--- config.mk ---
export PLATFORM = sky130hd
export DESIGN_NAME = eth_rx_fcs_check
export DESIGN_NICKNAME = d
export VERILOG_FILES = /design/src/rtl/eth_rx_fcs_check.sv
export SDC_FILE = /design/constraint.sdc
export NUM_CORES = 1
export LEC_CHECK = 0
export CORE_MARGIN = 5
export CORE_UTILIZATION = 30
export CTS_CLUSTER_DIAMETER = 100
export CTS_CLUSTER_SIZE = 14
export DETAILED_ROUTE_END_ITERATION = 12
export PLACE_DENSITY_LB_ADDON = 0.12
export SYNTH_ARGS = -nofsm -noshare
export SYNTH_HDL_FRONTEND = slang
export SYNTH_SLANG_ARGS = --single-unit
--- constraint.sdc ---
create_clock -name clock -period 4.3 [get_ports clock]
set_clock_uncertainty 0.1 [all_clocks]
set_input_delay 0.645 -clock clock [delete_from_list [all_inputs] [get_ports clock]]
set_output_delay 0.645 -clock clock [all_outputs]
set_load 0.05 [all_outputs]
--- src/rtl/eth_rx_fcs_check.sv ---
// Receive FCS checker: strips preamble/SFD, checks CRC-32 and length,
// forwards the payload with the 4-byte FCS removed and reports per-frame status.
module eth_rx_fcs_check #(
    parameter int          MIN_FRAME   = 64,
    parameter int          MAX_FRAME   = 1522,
    parameter logic [31:0] CRC_RESIDUE = 32'hC704DD7B
) (
    input  logic       clock,
    input  logic       reset,
    input  logic [7:0] rx_data,
    input  logic       rx_dv,
    input  logic       rx_er,
    output logic [7:0] m_data,
    output logic       m_valid,
    output logic       m_last,
    output logic       frame_done,
    output logic       frame_ok,
    output logic       crc_err,
    output logic       len_err,
    output logic       phy_err
);

    localparam int CW = $clog2(MAX_FRAME + 2);

    typedef enum logic [1:0] {IDLE, PRE, DATA, DROP} state_t;

    state_t         state;
    state_t         state_nx;
    logic [31:0]    crc;
    logic [CW-1:0]  count;
    logic [4:0][7:0] sr;
    logic [2:0]     fill;
    logic           phy_err_r;

    logic       sfd_hit;
    logic       data_byte;
    logic       frame_end;
    logic       buf_full;
    logic [7:0] m_data_nx;
    logic       m_valid_nx;
    logic       m_last_nx;
    logic       done_nx;
    logic       crc_err_nx;
    logic       len_err_nx;
    logic       phy_err_nx;
    logic       ok_nx;

    // Serial CRC-32 unrolled over one byte, d[0] enters first.
    function automatic logic [31:0] crc_step(input logic [31:0] c,
                                             input logic [7:0]  d);
        logic [31:0] r;
        r = c;
        for (int i = 0; i < 8; i++) begin
            if (r[31] ^ d[i])
                r = {r[30:0], 1'b0} ^ 32'h04C11DB7;
            else
                r = {r[30:0], 1'b0};
        end
        return r;
    endfunction

    assign sfd_hit   = (state == PRE) && rx_dv && (rx_data == 8'hD5);
    assign data_byte = (state == DATA) && rx_dv;
    assign frame_end = (state == DATA) && !rx_dv;
    assign buf_full  = (fill == 3'd5);

    always_ff @(posedge clock or negedge reset) begin
        if (!reset)
            state <= IDLE;
        else
            state <= state_nx;
    end

    always_comb begin
        state_nx = state;
        if (!rx_dv) begin
            state_nx = IDLE;
        end else begin
            unique case (state)
                IDLE: state_nx = (rx_data == 8'hD5) ? DROP : PRE;
                PRE: begin
                    if (rx_data == 8'hD5)
                        state_nx = DATA;
                    else if (rx_data != 8'h55)
                        state_nx = DROP;
                end
                DATA: state_nx = DATA;
                DROP: state_nx = DROP;
                default: state_nx = IDLE;
            endcase
        end
    end

    always_comb begin
        m_valid_nx = buf_full && (data_byte || frame_end);
        m_last_nx  = buf_full && frame_end;
        m_data_nx  = m_valid_nx ? sr[4] : 8'h00;
        done_nx    = frame_end;
        crc_err_nx = frame_end && (crc != CRC_RESIDUE);
        len_err_nx = frame_end && ((count < CW'(MIN_FRAME)) ||
                                   (count > CW'(MAX_FRAME)));
        phy_err_nx = frame_end && phy_err_r;
        ok_nx      = frame_end && !(crc_err_nx || len_err_nx || phy_err_nx);
    end

    // sr[0] holds the newest byte, sr[4] the oldest still-unsent byte.
    always_ff @(posedge clock or negedge reset) begin
        if (!reset) begin
            crc       <= 32'hFFFF_FFFF;
            count     <= '0;
            sr        <= '0;
            fill      <= '0;
            phy_err_r <= 1'b0;
        end else if (sfd_hit) begin
            crc       <= 32'hFFFF_FFFF;
            count     <= '0;
            fill      <= '0;
            phy_err_r <= 1'b0;
        end else if (data_byte) begin
            crc <= crc_step(crc, rx_data);
            if (count != CW'(MAX_FRAME + 1))
                count <= count + 1'b1;
            sr <= {sr[3:0], rx_data};
            if (!buf_full)
                fill <= fill + 3'd1;
            if (rx_er)
                phy_err_r <= 1'b1;
        end
    end

    always_ff @(posedge clock or negedge reset) begin
        if (!reset) begin
            m_data     <= '0;
            m_valid    <= 1'b0;
            m_last     <= 1'b0;
            frame_done <= 1'b0;
            frame_ok   <= 1'b0;
            crc_err    <= 1'b0;
            len_err    <= 1'b0;
            phy_err    <= 1'b0;
        end else begin
            m_data     <= m_data_nx;
            m_valid    <= m_valid_nx;
            m_last     <= m_last_nx;
            frame_done <= done_nx;
            frame_ok   <= ok_nx;
            crc_err    <= crc_err_nx;
            len_err    <= len_err_nx;
            phy_err    <= phy_err_nx;
        end
    end

endmodule

# == Word-level counts from Yosys, hierarchy flattened ==
# Cells that the tools add are included.
# classes
n_eq_ne,10
addsub,2
n_bitwise,17
reduce_logical,24
mux,39
n_lt_le_gt_ge,2
# op_table
op,n
2-to-1 mux 32 bit,16
2-to-1 mux 27 bit,8
NOT 14 bit,8
2-to-1 mux 11 bit,3
!= test 32 bit (second input constant),1
adder 11 x 1 -> 11 bit (second input constant),1
greater-than comparator 11 bit (second input constant),1
less-than comparator 11 x 7 -> 1 bit (second input constant),1
!= test 11 bit (second input constant),1
logical AND 1 bit,10
2-to-1 mux 3 bit,3
== test 8 bit (second input constant),1
2-to-1 mux 2 bit,4
2-to-1 mux 8 bit,1
!= test 8 x 7 -> 1 bit (second input constant),1
case mux 2 bit (4 select lines),1
AND reduction 2 bit,4
XOR 1 bit,8
nonzero test 2 bit,3
== test 2 bit (second input constant),2
logical OR 1 bit,4
!= test 4 x 2 -> 1 bit (second input constant),1
adder 3 x 1 -> 3 bit (second input constant),1
== test 3 bit (second input constant),1
6 further kinds,9
# word_totals
regBits,104
in_bits,12
word_cells,112
output_inout_bits,15

# == Depth between registers and ports, before layout ==
# Gate-level depths: netlist of run 1.
# depth
word_depth,32
depth_mapped,6
mapped_depth_nobuf,6

# == Worst setup path after synthesis of run 1 ==
# Ideal clock, no wire load.
# synth_timing
path_type,in2reg
from,input rx_data[3]
to,register count[3]
path_buffers,1
setup_time_ns,0.132
t_arrival_ns,1.905
required_time_ns,4.068
slack_ns,2.163
path_stages,4
cell_sequence,or3b_2 -> nor3_2 -> clkbuf_1 -> nor2_1
# synth_via
elab_chain_len,4
elab_cells_between_ends,6
cone_classes,eq/ne: 1; mux: 1; reduce/logical: 4
# synth_rtl
element,line_no,rtl
"start, declared",10,"input logic [7:0] rx_data,"
== test 8 bit *,62,assign sfd_hit = (state == PRE) && rx_dv && (rx_data == 8'hD5);
logical AND 1 bit *,62,
nonzero test 2 bit (no source line),-,
AND reduction 2 bit (no source line),-,
"end signal, assigned",122,count <= count + 1'b1;
"end, declared",30,logic [CW-1:0] count;
# Every way passes the cells marked *; elsewhere a longest branch is shown, timed or not.
# A chain may end at the register's enable or synchronous reset.

# == Final worst setup path of run 1 ==
# layout_timing
from,input rx_data[2]
to,register phy_err_r
# layout_via
elab_chain_len,4
elab_cells_between_ends,6
cone_classes,eq/ne: 1; mux: 1; reduce/logical: 4
# layout_rtl
element,line_no,rtl
== test 8 bit *,62,
logical AND 1 bit *,62,
nonzero test 2 bit (no source line),-,
AND reduction 2 bit (no source line),-,
"end signal, assigned",113,phy_err_r <= 1'b0;
"end signal, assigned",118,phy_err_r <= 1'b0;
"end signal, assigned",127,phy_err_r <= 1'b1;
"end, declared",33,logic phy_err_r;
# Marks and branches as above.

==> impl_metrics.py, run 1 <==
metrics = {
    "floorplan": {
        "die_y_um": 142,
        "rows": 48,
        "start_util_pct": 30.3,
        "die-area_um2": 20000,
        "die_w_um": 142,
        "coreArea_um2": 17100,
        "ioPinCount": 27,
    },
    "placed_design": {
        "place_congestion": 0.781,
        "hpwl_mm": 7.43,
        "place_area_um2": 5700,
        "numPortBuffers": 26,
    },
    "sta": {
        "min_period_ns": 2.68,
        "final-max-slew-violation-count": 0,
        "slew_headroom_pct": 44.8,
        "finalHoldViolCount": 0,
        "setup_viol": 0,
        "grt_setup_unrepaired": "no",
        "fmax_mhz": 374,
        "tns_ns": 0,
        "tightestPinTransition_ns": 0.828,
        "fin_crit_sh_pct": 62.2,
    },
    "critical_path": {
        "crit_type": "input pin to flop",
        "cp.required_ns": 4.44,
        "end_kind": "flop",
        "critical_path.max_stage_delay_ns": 0.68,
        "worst-r2r-cell-count": 4,
        "cp.arrival_ns": 2.82,
        "crit_fanout": 19,
        "crit_slowest_cell": "or3_1",
        "r2r_start": "crc[31]",
        "cp_cell_sequence": "clkdlybuf4s50_1 -> or3b_2 -> or3_1 -> a22o_1",
        "ff2ff_setup_slack_ns": 2.08,
        "timing.rr.end": "crc[6]",
        "start_kind": "input pin",
    },
    "clock_network": {
        "clock_tree.buffer_depth": 2,
        "cts.clk_slew.worst_paths_ns": 0.08,
        "cts_max_level": 3,
        "cts.sinks": 104,
        "clock_latency_ns": 0.36,
        "cts_hold_buf": 0,
        "clockRootBuffer": "clkbuf_16",
        "cts_tree": "done",
        "numCtsBuffers": 9,
        "cts_post_setup_buffers_inserted": 0,
        "cts.repair.resized": 0,
    },
    "yosys": {
        "synthTopCellsByArea": "dfrtp_1, dfstp_2, nand2_1",
        "yosysMostFrequentCell": "nand2_1",
        "synth.avg_cell_area_um2": 10.9,
        "synth_top_area_cell": "dfrtp_1",
        "ys_ff_latch": 104,
        "ys_top_cells_by_count": "nand2_1, dfrtp_1, dfstp_2",
        "synth.cell_area_um2": 5190,
        "yosysTopAreaCellShare_pct": 34.7,
        "async_flop_share_pct": 100,
        "synth_flop_cell": "dfrtp_1",
        "synth_seq_area_share_pct": 50.9,
        "synth_edf_count": 0,
        "ys_warn_count": 0,
        "synthCells": 478,
        "synth_fp_nets": 493,
        "ys_types": 49,
    },
    "pwr": {
        "p_leak_nw": 2.75,
        "power_per_cell_area_nw_per_um2": 760,
        "max-vdd-ir-drop_mv": 0.375,
    },
    "grt": {
        "grt_max_degree": 60,
        "antenna_found_initial": 0,
        "grt_pass1_wl_mm": 18.5,
        "grt_overflow": 0,
        "grt_use_total_pct": 11.7,
        "grt_pass1_vias": 3320,
    },
    "route": {
        "wl_mm": 11.0,
        "drt_pre_antenna_iters": 5,
        "first_iter_violations": 278,
        "drcViolationCount": 0,
        "via_count": 3346,
        "viasPerCell": 4.58,
        "wl_per_cell_um": 15.1,
        "final_antenna_net_count": 0,
    },
    "finish": {
        "antenna_cells": 0,
        "area_delta_synth_final_pct": 15.7,
        "fin_nets": 515,
        "num-fill-cells": 1704,
        "drive_gt1_share_pct": 14.9,
        "final_area_um2": 6010,
    },
    "worst_hold_path": {
        "min_path_type": "input pin to asynchronous set/reset pin",
    },
    "status": {
        "status": "complete, no violations",
    },
    "run": {
        "cap_violations": 0,
    },
}
## layout by cell type, fill, tap and decap left out, types with 8 or more instances in the layout
cell type        instances
xnor2_1                 23
xor2_1                  15
nor2_1                  14
nand4b_1                 8
nand2_1                145
dfstp_2                 32
clkdlybuf4s50_1         25
o211ai_1                13
dfrtp_1                 72
xnor3_1                 17
nor3_1                  15
xnor2_2                  8
a21oi_1                 20
and2_1                  14
clkbuf_16                9
## report_power, final
part	switching, W	total (W)	internal, W
registers	0.000274	0.00166	0.00138
clock network	0.000427	0.000852	0.000425
logic	0.000847	0.00206	0.00122
## routing by layer
metal / global-route usage, % / part of all wire, %
met3: 3.24 / 4.8
met5: 0 / 0
met4: 2.42 / 0.92
met1: 17.0 / 50
met2: 17.6 / 45
## critical path: cells and delay by family
kind | cells | cell delay (ns)
buf+inv | 1 | 0.62
simple gates | 2 | 1.19
compound gates | 1 | 0.35
## worst max-delay path by stage
| stage | startpoint | depth (start not counted) | endpoint |
|---|---|---|---|
| global route | rx_data[2] | 4 | phy_err_r |
| floorplan | rx_data[3] | 4 | count[3] |
| CTS | rx_data[2] | 4 | phy_err_r |
| finish | rx_data[2] | 4 | phy_err_r |
| global placement | rx_data[2] | 4 | phy_err_r |
| detailed placement | rx_data[2] | 4 | phy_err_r |
## flip-flops by register name, indices dropped and copies added, names as in the netlist
name        cells
sr             40
crc            32
count          11
m_data          8
fill            3
state           2
crc_err         1
frame_done      1
frame_ok        1
len_err         1
m_last          1
m_valid         1
phy_err         1
phy_err_r       1
## cells by family after synthesis
| logic type | share of synthesized area [%] |
|---|---|
| compound gates | 5.78 |
| xor+xnor | 20.2 |
| fa+ha+maj | 0.723 |
| simple gates | 19.8 |
| mux | 0.795 |
| buf+inv | 1.85 |
| flops | 50.9 |
## layout make-up
| cell class | instances | area, um2 | area share, % |
|---|---|---|---|
| tap | 225 | 282 | 4.68 |
| timing repair buffer | 32 | 303 | 5.04 |
| multi-input combinational | 349 | 2460 | 40.9 |
| clock buffer | 9 | 225 | 3.75 |
| clock inverter | 7 | 86.3 | 1.44 |
| inverter | 4 | 15.0 | 0.250 |
| sequential | 104 | 2640 | 44.0 |
## metrics by stage
| step | setup slack [ns] | hold WS [ns] | util (%) | total power, W | std cells |
|---|---|---|---|---|---|
| 3_5_place_dp | 1.26 | 0.351 | 33.3 | 0.00375 | 714 |
| 6_report | 1.62 | 0.263 | 35.1 | 0.00457 | 730 |
| 5_1_grt | 1.59 | 0.331 | 35.1 | 0.00489 | 730 |
| 3_3_place_gp | 1.31 | 0.348 | 33.3 | 0.00376 | 714 |
| 4_1_cts | 1.65 | 0.300 | 35.1 | 0.00464 | 730 |
| 2_1_floorplan | 2.16 | 0.249 | - | 0.00335 | 478 |
No activity file was read; power rests on OpenSTA's default activity.
==> run 2, diff against run 1 <==
clock period = 2.3 ns   (was 4.3 ns; I/O delays follow)
==> run 2 against run 1 <==
  * Combinational power increased by 120%
  * Setup slack got worse by 1.4 ns
  * Register-to-register slack got worse by 1.8 ns
  * Sequential cell count unchanged
  * Sequential share of layout area decreased by 2.9 points
  * Core utilization increased by 2.5 points
  * Global-route usage increased by 0.73 points
  * Clock-buffer cell count unchanged
  * Critical path depth increased by 3
  * Non-clock buffer count increased by 46
  * Hold slack improved by 0.099 ns
  * Highest routed layer unchanged
==> impl_metrics.py, run 2 (synthesis results as in run 1) <==
metrics = {
    "finish": {
        "top_register": "sr",
        "layout_commonest_cell": "nand2_1",
        "drive_gt1_share_pct": 21.8,
        "antenna_cells": 0,
        "largestRegisters": "sr x40, crc x32, count x11",
        "final_area_um2": 6430,
        "largest_reg_flops": 40,
        "final_util_pct": 37.6,
        "fin_nets": 561,
        "num-fill-cells": 1721,
        "instances_no_fill": 776,
        "area_delta_synth_final_pct": 23.9,
        "final_cell_mix": "nand2_1, dfrtp_1, buf_4",
    },
    "critical_path": {
        "worst-r2r-cell-count": 5,
        "cp_cell_sequence": "clkdlybuf4s50_1 -> buf_4 -> xor2_4 -> buf_4 -> xor2_2 -> xnor3_1 -> o21ai_0",
        "cp.arrival_ns": 2.24,
        "crit_slowest_cell": "clkdlybuf4s50_1",
        "path_buf_inv": 3,
        "cp_top_family": "XOR/XNOR gates",
        "r2r_start": "crc[28]",
        "crit_fanout": 5,
        "start_kind": "input pin",
        "crit_type": "input pin to flop",
        "end_kind": "flop",
        "crit_path_frequent_cell": "buf_4",
        "ff2ff_setup_slack_ns": 0.25,
        "critical_path.max_stage_delay_ns": 0.48,
        "timing.rr.end": "crc[8]",
        "cp.required_ns": 2.48,
        "path_depth": 7,
    },
    "placed_design": {
        "place_inst": 759,
        "place_congestion": 0.786,
        "hpwl_mm": 8.29,
        "place_area_um2": 6120,
        "numPortBuffers": 26,
    },
    "grt": {
        "grt_use_total_pct": 12.4,
        "grt_pass1_vias": 3519,
        "antenna_found_initial": 0,
        "grt_max_degree": 81,
        "grt_pass1_wl_mm": 19.6,
        "grt_overflow": 0,
    },
    "pwr": {
        "power_per_cell_area_nw_per_um2": 1430,
        "p_leak_nw": 3.00,
        "swShare_pct": 32.9,
        "max-vdd-ir-drop_mv": 0.952,
        "power_switching_w": 0.00303,
        "combinationalPowerShare_pct": 49.4,
        "p_seq_share_pct": 33.6,
        "p_clk_share_pct": 16.9,
        "p_int_w": 0.00618,
        "power_w": 0.00921,
    },
    "worst_hold_path": {
        "hold_start": "sr[10]",
        "worst_hold_path.endpoint": "sr[18]",
        "hold-path-cell-count": 2,
        "min_path_type": "flop to flop",
    },
    "route": {
        "first_iter_violations": 199,
        "drt_pre_antenna_iters": 7,
        "final_antenna_net_count": 0,
        "drcViolationCount": 0,
        "wl_per_cell_um": 15.4,
        "via_count": 3505,
        "viasPerCell": 4.52,
        "wl_mm": 11.9,
    },
    "clock_network": {
        "cts_post_setup_buffers_inserted": 0,
        "cts_tree": "done",
        "clock_latency_ns": 0.36,
        "cts.repair.resized": 0,
        "cts.sinks": 104,
        "clockRootBuffer": "clkbuf_16",
        "cts_max_level": 3,
        "numCtsBuffers": 9,
        "cts.clk_slew.worst_paths_ns": 0.08,
        "clock_tree.buffer_depth": 2,
        "cts_hold_buf": 1,
    },
    "sta": {
        "grt_setup_unrepaired": "no",
        "whs_ns": 0.362,
        "tightestPinTransition_ns": 0.549,
        "slew_headroom_pct": 63.3,
        "min_period_ns": 2.06,
        "final-max-slew-violation-count": 0,
        "setup_viol": 0,
        "fmax_mhz": 485,
        "finalHoldViolCount": 0,
        "fin_crit_sh_pct": 89.6,
    },
    "floorplan": {
        "rows": 48,
        "die-area_um2": 20000,
        "die_w_um": 142,
        "die_y_um": 142,
        "start_util_pct": 30.3,
        "coreArea_um2": 17100,
        "ioPinCount": 27,
    },
    "status": {
        "status": "complete, no violations",
    },
    "run": {
        "cap_violations": 0,
    },
}
-- run 2: per-layer routing --
layer  track usage, %  routed length, um
met5                0                  0
met2             19.6               5570
met3             2.49                321
met1             17.4               5900
met4             3.64                153
-- run 2: through the flow --
stage                     setup TNS [ns]  worst slack (ns)
after floorplan                        0             0.361
after global placement            -0.814            -0.114
after detailed placement           -1.44            -0.152
after CTS                              0             0.218
after global routing                   0             0.135
final                                  0             0.239
-- run 2: power groups by stage --
stage	logic, W	registers [W]	clock network, W
finish	0.00455	0.00310	0.00156
detailed placement	0.00460	0.00313	0
global route	0.00493	0.00318	0.00171
CTS	0.00462	0.00310	0.00164
floorplan	0.00329	0.00297	0
global placement	0.00455	0.00312	0
-- run 2: how the worst max path moves through the flow --
stage	start	endpoint	slack, ns
floorplan	crc[28]	crc[12]	0.36
global placement	rx_data[3]	crc[8]	-0.11
detailed placement	rx_data[3]	crc[8]	-0.15
CTS	crc[28]	crc[8]	0.22
global route	crc[28]	crc[11]	0.14
finish	rx_data[3]	crc[8]	0.24
-- run 2: layout make-up --
type                       count  area [um2]  share of cell area [%]
sequential                   104        2640                    41.1
multi-input combinational    349        2460                    38.2
timing repair buffer          78         738                    11.5
tap                          225         282                    4.37
clock buffer                   9         225                    3.50
clock inverter                 7        76.3                    1.19
inverter                       4        15.0                   0.233
-- run 2: worst reg2reg max path: cells and delay by family (launching register included) --
| family | cells | cell delay [ns] |
|---|---|---|
| XOR/XNOR | 3 | 0.90 |
| flip-flops | 1 | 0.59 |
| buffers and inverters | 1 | 0.20 |
| AO/OA/AOI/OAI | 1 | 0.17 |
